==> config.mk <==
export PLATFORM = sky130hd
export DESIGN_NAME = lut_sweep_ctrl
export DESIGN_NICKNAME = d
export VERILOG_FILES = /design/src/rtl/lut_ctrl_pkg.sv /design/src/rtl/lut_1596.sv /design/src/rtl/lut_sweep_ctrl.sv
export SDC_FILE = /design/constraint.sdc
export NUM_CORES = 1
export LEC_CHECK = 0
export ABC_CLOCK_PERIOD_IN_PS = 2500
export BUFFER_PORTS_ARGS = -buffer_cell sky130_fd_sc_hd__buf_2
export CAP_MARGIN = 10
export CORE_UTILIZATION = 30
export CTS_BUF_LIST = sky130_fd_sc_hd__clkbuf_4
export DETAILED_ROUTE_END_ITERATION = 12
export PLACE_DENSITY = 0.53
export SLEW_MARGIN = 30
export SYNTH_ARGS = -nofsm -noshare
export SYNTH_HDL_FRONTEND = slang
export SYNTH_SLANG_ARGS = --single-unit
==> constraint.sdc <==
create_clock -name clk -period 2.5 [get_ports clk]
set_clock_uncertainty 0.05 [all_clocks]
set_input_delay 0.5 -clock clk [delete_from_list [all_inputs] [get_ports clk]]
set_output_delay 0.5 -clock clk [all_outputs]
set_load 0.02 [all_outputs]
==> src/rtl/lut_ctrl_pkg.sv <==
// Shared types and sizes for the lut_1596 sweep controller.
package lut_ctrl_pkg;

  localparam int LUT_W = 4;
  localparam int LUT_DEPTH = 2**LUT_W;

  typedef enum logic [1:0] {IDLE, SCAN, DONE} sweep_state_t;

endpackage

==> src/rtl/lut_1596.sv <==
// 4-input lookup table lut_1596: output is high for input codes 4, 8 and 10.
module lut_1596
  import lut_ctrl_pkg::*;
(
  input  logic [LUT_W-1:0] x,
  output logic             y
);

  localparam logic [LUT_DEPTH-1:0] TABLE = 16'h0510;

  assign y = TABLE[x];

endmodule

==> src/rtl/lut_sweep_ctrl.sv <==
// Exhaustive sweep of lut_1596: drives every input code once, captures the output
// mask and derives hit count, lowest hit index and a compare against an expected mask.
module lut_sweep_ctrl
  import lut_ctrl_pkg::*;
#(
  parameter int W = LUT_W
) (
  input  logic              clk,
  input  logic              rst,
  input  logic              start,
  input  logic              abort,
  input  logic [2**W-1:0]   exp_mask,
  output logic [W-1:0]      x,
  output logic              busy,
  output logic              done,
  output logic [2**W-1:0]   result,
  output logic              result_valid,
  output logic [W:0]        hit_cnt,
  output logic [W-1:0]      first_hit,
  output logic              any_hit,
  output logic              match
);

  localparam int D = 2**W;
  localparam logic [W-1:0] LAST    = '1;
  localparam logic [W-1:0] ONE_IDX = 1;
  localparam logic [W:0]   ONE_CNT = 1;

  sweep_state_t   state;
  logic [W-1:0]   index;
  logic           y;
  logic [D-1:0]   result_nxt;

  lut_1596 u_lut (
    .x (index),
    .y (y)
  );

  // Index is parked at 0 outside SCAN, so it doubles as the registered x output.
  assign x = index;

  always_comb begin
    result_nxt        = result;
    result_nxt[index] = y;
  end

  always_ff @(posedge clk) begin
    if (rst) begin
      state        <= IDLE;
      index        <= '0;
      busy         <= 1'b0;
      done         <= 1'b0;
      result       <= '0;
      result_valid <= 1'b0;
      hit_cnt      <= '0;
      first_hit    <= '0;
      any_hit      <= 1'b0;
      match        <= 1'b0;
    end else begin
      done <= 1'b0;
      unique case (state)
        IDLE: begin
          if (start) begin
            state        <= SCAN;
            busy         <= 1'b1;
            index        <= '0;
            result       <= '0;
            result_valid <= 1'b0;
            hit_cnt      <= '0;
            first_hit    <= '0;
            any_hit      <= 1'b0;
            match        <= 1'b0;
          end
        end
        SCAN: begin
          // Abort wins over everything, including completion on the last code.
          if (abort) begin
            state <= IDLE;
            busy  <= 1'b0;
            index <= '0;
          end else begin
            result <= result_nxt;
            if (y) begin
              hit_cnt <= hit_cnt + ONE_CNT;
              if (!any_hit) begin
                first_hit <= index;
                any_hit   <= 1'b1;
              end
            end
            if (index == LAST) begin
              state        <= DONE;
              busy         <= 1'b0;
              index        <= '0;
              done         <= 1'b1;
              result_valid <= 1'b1;
              match        <= (result_nxt == exp_mask);
            end else begin
              index <= index + ONE_IDX;
            end
          end
        end
        DONE: begin
          state <= IDLE;
        end
        default: begin
          state <= IDLE;
        end
      endcase
    end
  end

endmodule

# After elaboration in Yosys (flattened, before gate mapping)
# Memories as Yosys holds them, arrays and structs flattened. A register that Yosys moved wholly into a read port is not among the register bits.
# Index checks and enable logic that the tools add are counted.
word_totals:
  ff_bits: 36
  mem_bits_ro: 16
  input_bits: 20
  out_inout_bits: 34
  n_memories: 1
mem_list:
  columns: ["memory", "depth", "width", "read_ports", "rd_ports_with_merged_regs", "write_ports", "line", "rtl"]
  rows:
  - ["(no name shown)", 16, 1, 1, 1, 0, "lut_1596.sv:11", "assign y = TABLE[x];"]
classes:
  add_sub_neg: 2
  n_lt_le_gt_ge: 2
  n_eq_ne: 9
  muxes: 40
  n_bitwise: 1
  reduce_logical: 11
ops:
  columns: ["operator", "n"]
  rows:
  - ["$mux 16", 2]
  - ["$mux 4", 8]
  - ["$pmux 16 s2", 1]
  - ["$bwmux 16", 1]
  - ["$eq 16x16->1", 1]
  - ["$pmux 4 s2", 2]
  - ["$mux 5", 3]
  - ["$mux 1", 13]
  - ["$ne 2x2->1 const B", 5]
  - ["$pmux 5 s2", 1]
  - ["$pmux 1 s2", 4]
  - ["$reduce_and 4->1", 2]
  - ["$mux 2", 3]
  - ["$reduce_and 3->1", 2]
  - ["$add 5x1->5 const B", 1]
  - ["$lt 4x5->1 const B", 1]
  - ["$reduce_and 5->1", 1]
  - ["$add 4x1->4 const B", 1]
  - ["$demux 1 s4", 1]
  - ["$eq 4x4->1 const B", 1]
  - ["$ge 4x1->1 const B", 1]
  - ["$pmux 2 s2", 1]
  - ["$reduce_and 2->1", 2]
  - ["$ne 3x3->1 const B", 1]
  - ["6 further kinds", 6]

# Logic depth before layout (Yosys ltp)
depth:
  word_depth: 9
  depth_mapped: 7

# Cells and area by module
# Synthesis repeated with hierarchy kept, for this count alone.
hier_totals:
  hier_cells: 272
  area_unflattened_um2: 2297.2
modules_own_cells:
  columns: ["module", "n_inst", "cells_per_inst", "area_per_inst_um2", "seq_area_each_um2"]
  rows:
  - ["lut_sweep_ctrl", 1, 269, 2272.2, 720.7]
  - ["lut_1596", 1, 3, 25.0, 0.0]

# Worst setup path after synthesis
# Ideal clock, no wire load.
synth_timing:
  kind: "register -> register"
  startpoint: "reg index[0], in the netlist x[0]"
  endpoint: "reg u_lut.y (netlist name)"
  setup_time_ns: 0.120
  t_arrival_ns: 1.904
  required_time_ns: 2.330
  path_slack_ns: 0.426
  path_stages_with_launch: 7
  n_path_buf: 0
  path_cell_list: "dfxtp_1 -> ha_1 -> and3_4 -> or4_4 -> a311oi_2 -> nand4b_1 -> a21oi_1"
synth_lines:
  columns: ["element", "line", "rtl"]
  rows:
  - ["from (decl)", "lut_sweep_ctrl.sv:30", "logic [W-1:0] index;"]
  - ["from (signal assigned)", "lut_sweep_ctrl.sv:98", "index <= index + ONE_IDX;"]

# Worst setup path in the final report
layout_timing:
  startpoint: "reg index[1], in the netlist x[1]"
  endpoint: "reg match"
layout_between:
  elab_chain_cells: 9
layout_lines:
  columns: ["element", "line", "rtl"]
  rows:
  - ["$lt 4x5->1 (not written as such) or $ge 4x1->1 (tied branches)", "lut_sweep_ctrl.sv:44", "result_nxt[index] = y;"]
  - ["$logic_and 1x1->1 (not written as such)", "lut_sweep_ctrl.sv:44", null]
  - ["$mux 1 (not written as such)", "lut_sweep_ctrl.sv:44", null]
  - ["$demux 1 s4", "lut_sweep_ctrl.sv:44", null]
  - ["$bwmux 16", "lut_sweep_ctrl.sv:44", null]
  - ["$eq 16x16->1", "lut_sweep_ctrl.sv:96", "match <= (result_nxt == exp_mask);"]
  - ["$mux 1", "lut_sweep_ctrl.sv:90", "if (index == LAST) begin"]
  - ["$mux 1", "lut_sweep_ctrl.sv:77", "if (abort) begin"]
  - ["$pmux 1 s2", "lut_sweep_ctrl.sv:61", "unique case (state)"]
  - ["to (signal assigned)", "lut_sweep_ctrl.sv:96", null]
  - ["to (decl)", "lut_sweep_ctrl.sv:21", "output logic match"]
# Parallel ways exist; a longest one is shown, timed or not. The select of a mux whose other input is x is not followed.
# A chain may end at the register's enable or synchronous reset.

==> results.toml <==
[status]
run_status = "finished, final reports clean"

[synthesis]
synth_ff_type = "dfxtp_1"
most_frequently_used_cell_type_in_the_post_synthesis_netlist = "dfxtp_1"
synthesis.area_per_instance_um2 = 8.31
synth.cell_area_mm2 = 0.00226
synthesized_nets = 298
asyncSetResetFlopFracSynth = 0
yosys.area.top_type = "dfxtp_1"
synth-edff-count = 0
yosys_warnings = 0
ys_seq_area_frac = 0.328
synth_cell_type_count = 56
postSynthCellCount = 272
post_synth_main_area_contributors = "dfxtp_1 (33%), a21oi_1 (4.4%), mux2i_1 (3.5%)"
synth_cell_count_leaders = "dfxtp_1 (37), a21oi_1 (20), nor2_1 (20), nand2_1 (19), o21ai_0 (13)"
netlist.area_leader.share = 0.328
postSynthRegisterBits = 37

[final_layout]
finish.net_count = 351
fin_util = 0.374
multi_input_gate_area_mm2 = 0.00140
combined_flip_flop_and_latch_cell_area_um2 = 741
n_fill_cell = 776
layout-drive-gt1-share = 0.236
area_growth_pct = 20.0
antenna_cells_inserted = 0

[detailed_routing]
antenna_left = 0
drt_iter0_markers = 100
drt-total-wl_um = 6260
dr_drc_count = 0
firstDrtPassIters = 4
total_via_count_after_detailed_routing = 2189
vias_per_cell = 5.15
route.detailed.wl_per_inst_um = 14.7

[worst_setup_path]
worst_ep_arrival_time_ps = 2490
ff2ff_setup_slack_ps = 240
critPathLaunchType = "flip-flop"
critPathMaxFanout = 9
worst_ep_required_time_ps = 2730
worst-setup-path-type = "reg -> reg"
end_kind = "flip-flop"

[floorplan]
die_height_um = 88.8
core_region_area_mm2 = 0.00725
die_width_um = 88.8
fp-row-count = 31
initial_utilization = 0.312
design.portCount = 54
die-area_mm2 = 0.00788

[clock_network]
cts_buffers = 5
cts_setup_buffers = 0
clock_path_buffers = 2
clkLatencyLatePin_ps = 350
cts_resized = 0
clock_tree.root_cell = "clkbuf_4"
post_cts_hold_buffer_count = 0
cts.sink_count = 37
htree_levels = 2
clock_tree_from_tritoncts = "done"
worst_setup_hold_path_clk_slew_ps = 120

[power]
cellPowerDensity_mw_per_mm2 = 424
peakVddDrop_mv = 0.223
cellLeakagePower_uw = 0.00112

[placement]
routabilityCongestion = 0.822
dpl_worst_slack_ps = 288
place_hpwl_um = 4670
place.port_buffers = 53

[job]
drv.max_cap_violation_count = 0

[timing]
final-max-slew-violation-count = 0
setup_violations = 0
slew_headroom = 0.394
tns_ps = 0
final-hold-violation-count = 0
final_critical_delay_including_setup_and_external_delays_ps = 2260
fin_crit_sh = 0.904
clock.fmax_mhz = 442
worst-slew-pin-transition_ps = 906
fin_worst_hold_slack_ps = 334
rsz_0062_raised_after_global_routing = "false"
timing.final.ws_setup_ps = 240

[global_route]
first_pass_grt_wire_length_um = 9670
global_route_total_overflow = 0
global_route.usage.total = 0.162
initial_antenna_violation_count = 0
grt_pass1_vias = 1901
maximum_number_of_pins_on_one_net_before_global_route_repair = 24

[min_path]
min-delay-path-class = "in -> reg"
final timing paths:
path                      startpoint  cells past startpoint                       to
min reg2reg  result[15]$_SDFFE_PP0P_                      2  result[15]$_SDFFE_PP0P_
max reg2reg        x[1]$_SDFFE_PP0N_                      6       match$_SDFFE_PP0P_
min                              rst                      2    state[0]$_SDFFE_PP0P_
max                x[1]$_SDFFE_PP0N_                      6       match$_SDFFE_PP0P_
sequential cells by signal (all words and copies together), names as in the netlist, 2 cells and up:
signal     cells
result        16
first_hit      4
hit_cnt        5
x              4
state          2
metrics by stage:
stage	power, µW	area (µm²)	instances
final	1150	2710	425
after global routing	1200	2710	425
after CTS	1170	2710	425
after detailed placement	736	2630	417
after global placement	738	2630	417
after floorplan	685	2260	272
layout by cell type (no fill, tap or decap), drive strengths merged, types with 3 or more instances in the layout:
cell,Yosys,layout
and2,5,5
a21oi,20,20
nand3,7,7
nand2b,6,6
a32o,6,6
nand4,3,3
and3b,5,5
o32ai,5,5
nor2,20,20
or3b,4,4
inv,11,11
clkbuf,8,5
nor3b,6,6
nor3,3,3
mux2i,8,8
nand2,19,19
dfxtp,37,37
nand3b,8,8
or3,3,3
ha,6,6
o22ai,9,9
a22oi,4,4
xor2,8,8
nor2b,4,4
buf,7,61
xnor2,4,4
o21ai,19,19
layout make-up:
| cell class | instances | share of cell area |
|---|---|---|
| clock inverter | 3 | 0.0152 |
| multi-input combinational | 209 | 0.517 |
| inverter | 11 | 0.0152 |
| sequential | 37 | 0.273 |
| timing repair buffer | 61 | 0.120 |
| tap | 99 | 0.0457 |
| clock buffer | 5 | 0.0138 |
worst max-delay path: stages (launching register included):
cell and delay [ps]:
dfxtp_1 490, ha_1 380, nor3b_2 370, o32ai_1 130, a2111oi_1 370, nand4_1 160
o31ai_1 250
power breakdown:
group	internal (µW)	leakage [µW]	switching, µW
Clock	207	0.0000389	219
Combinational	52.7	0.000778	72.9
Sequential	593	0.000299	5.80
Total	853	0.00112	298
kinds of logic (layout without fill, tap and decap cells):
group           Yosys count  after routing  synth area share
simple gates            104            104             0.271
compound gates           78             78             0.229
flops                    37             37             0.328
buf+inv                  26             80            0.0515
xor+xnor                 12             12            0.0465
mux                       9              9            0.0404
fa+ha+maj                 6              6            0.0332
per-layer routing:
metal	GRT usage	share of wire
met5	0	0
met2	0.254	0.46
met1	0.224	0.49
met4	0.0484	0.0088
met3	0.0317	0.045
Note: power is estimated with default switching activity, not from simulation.
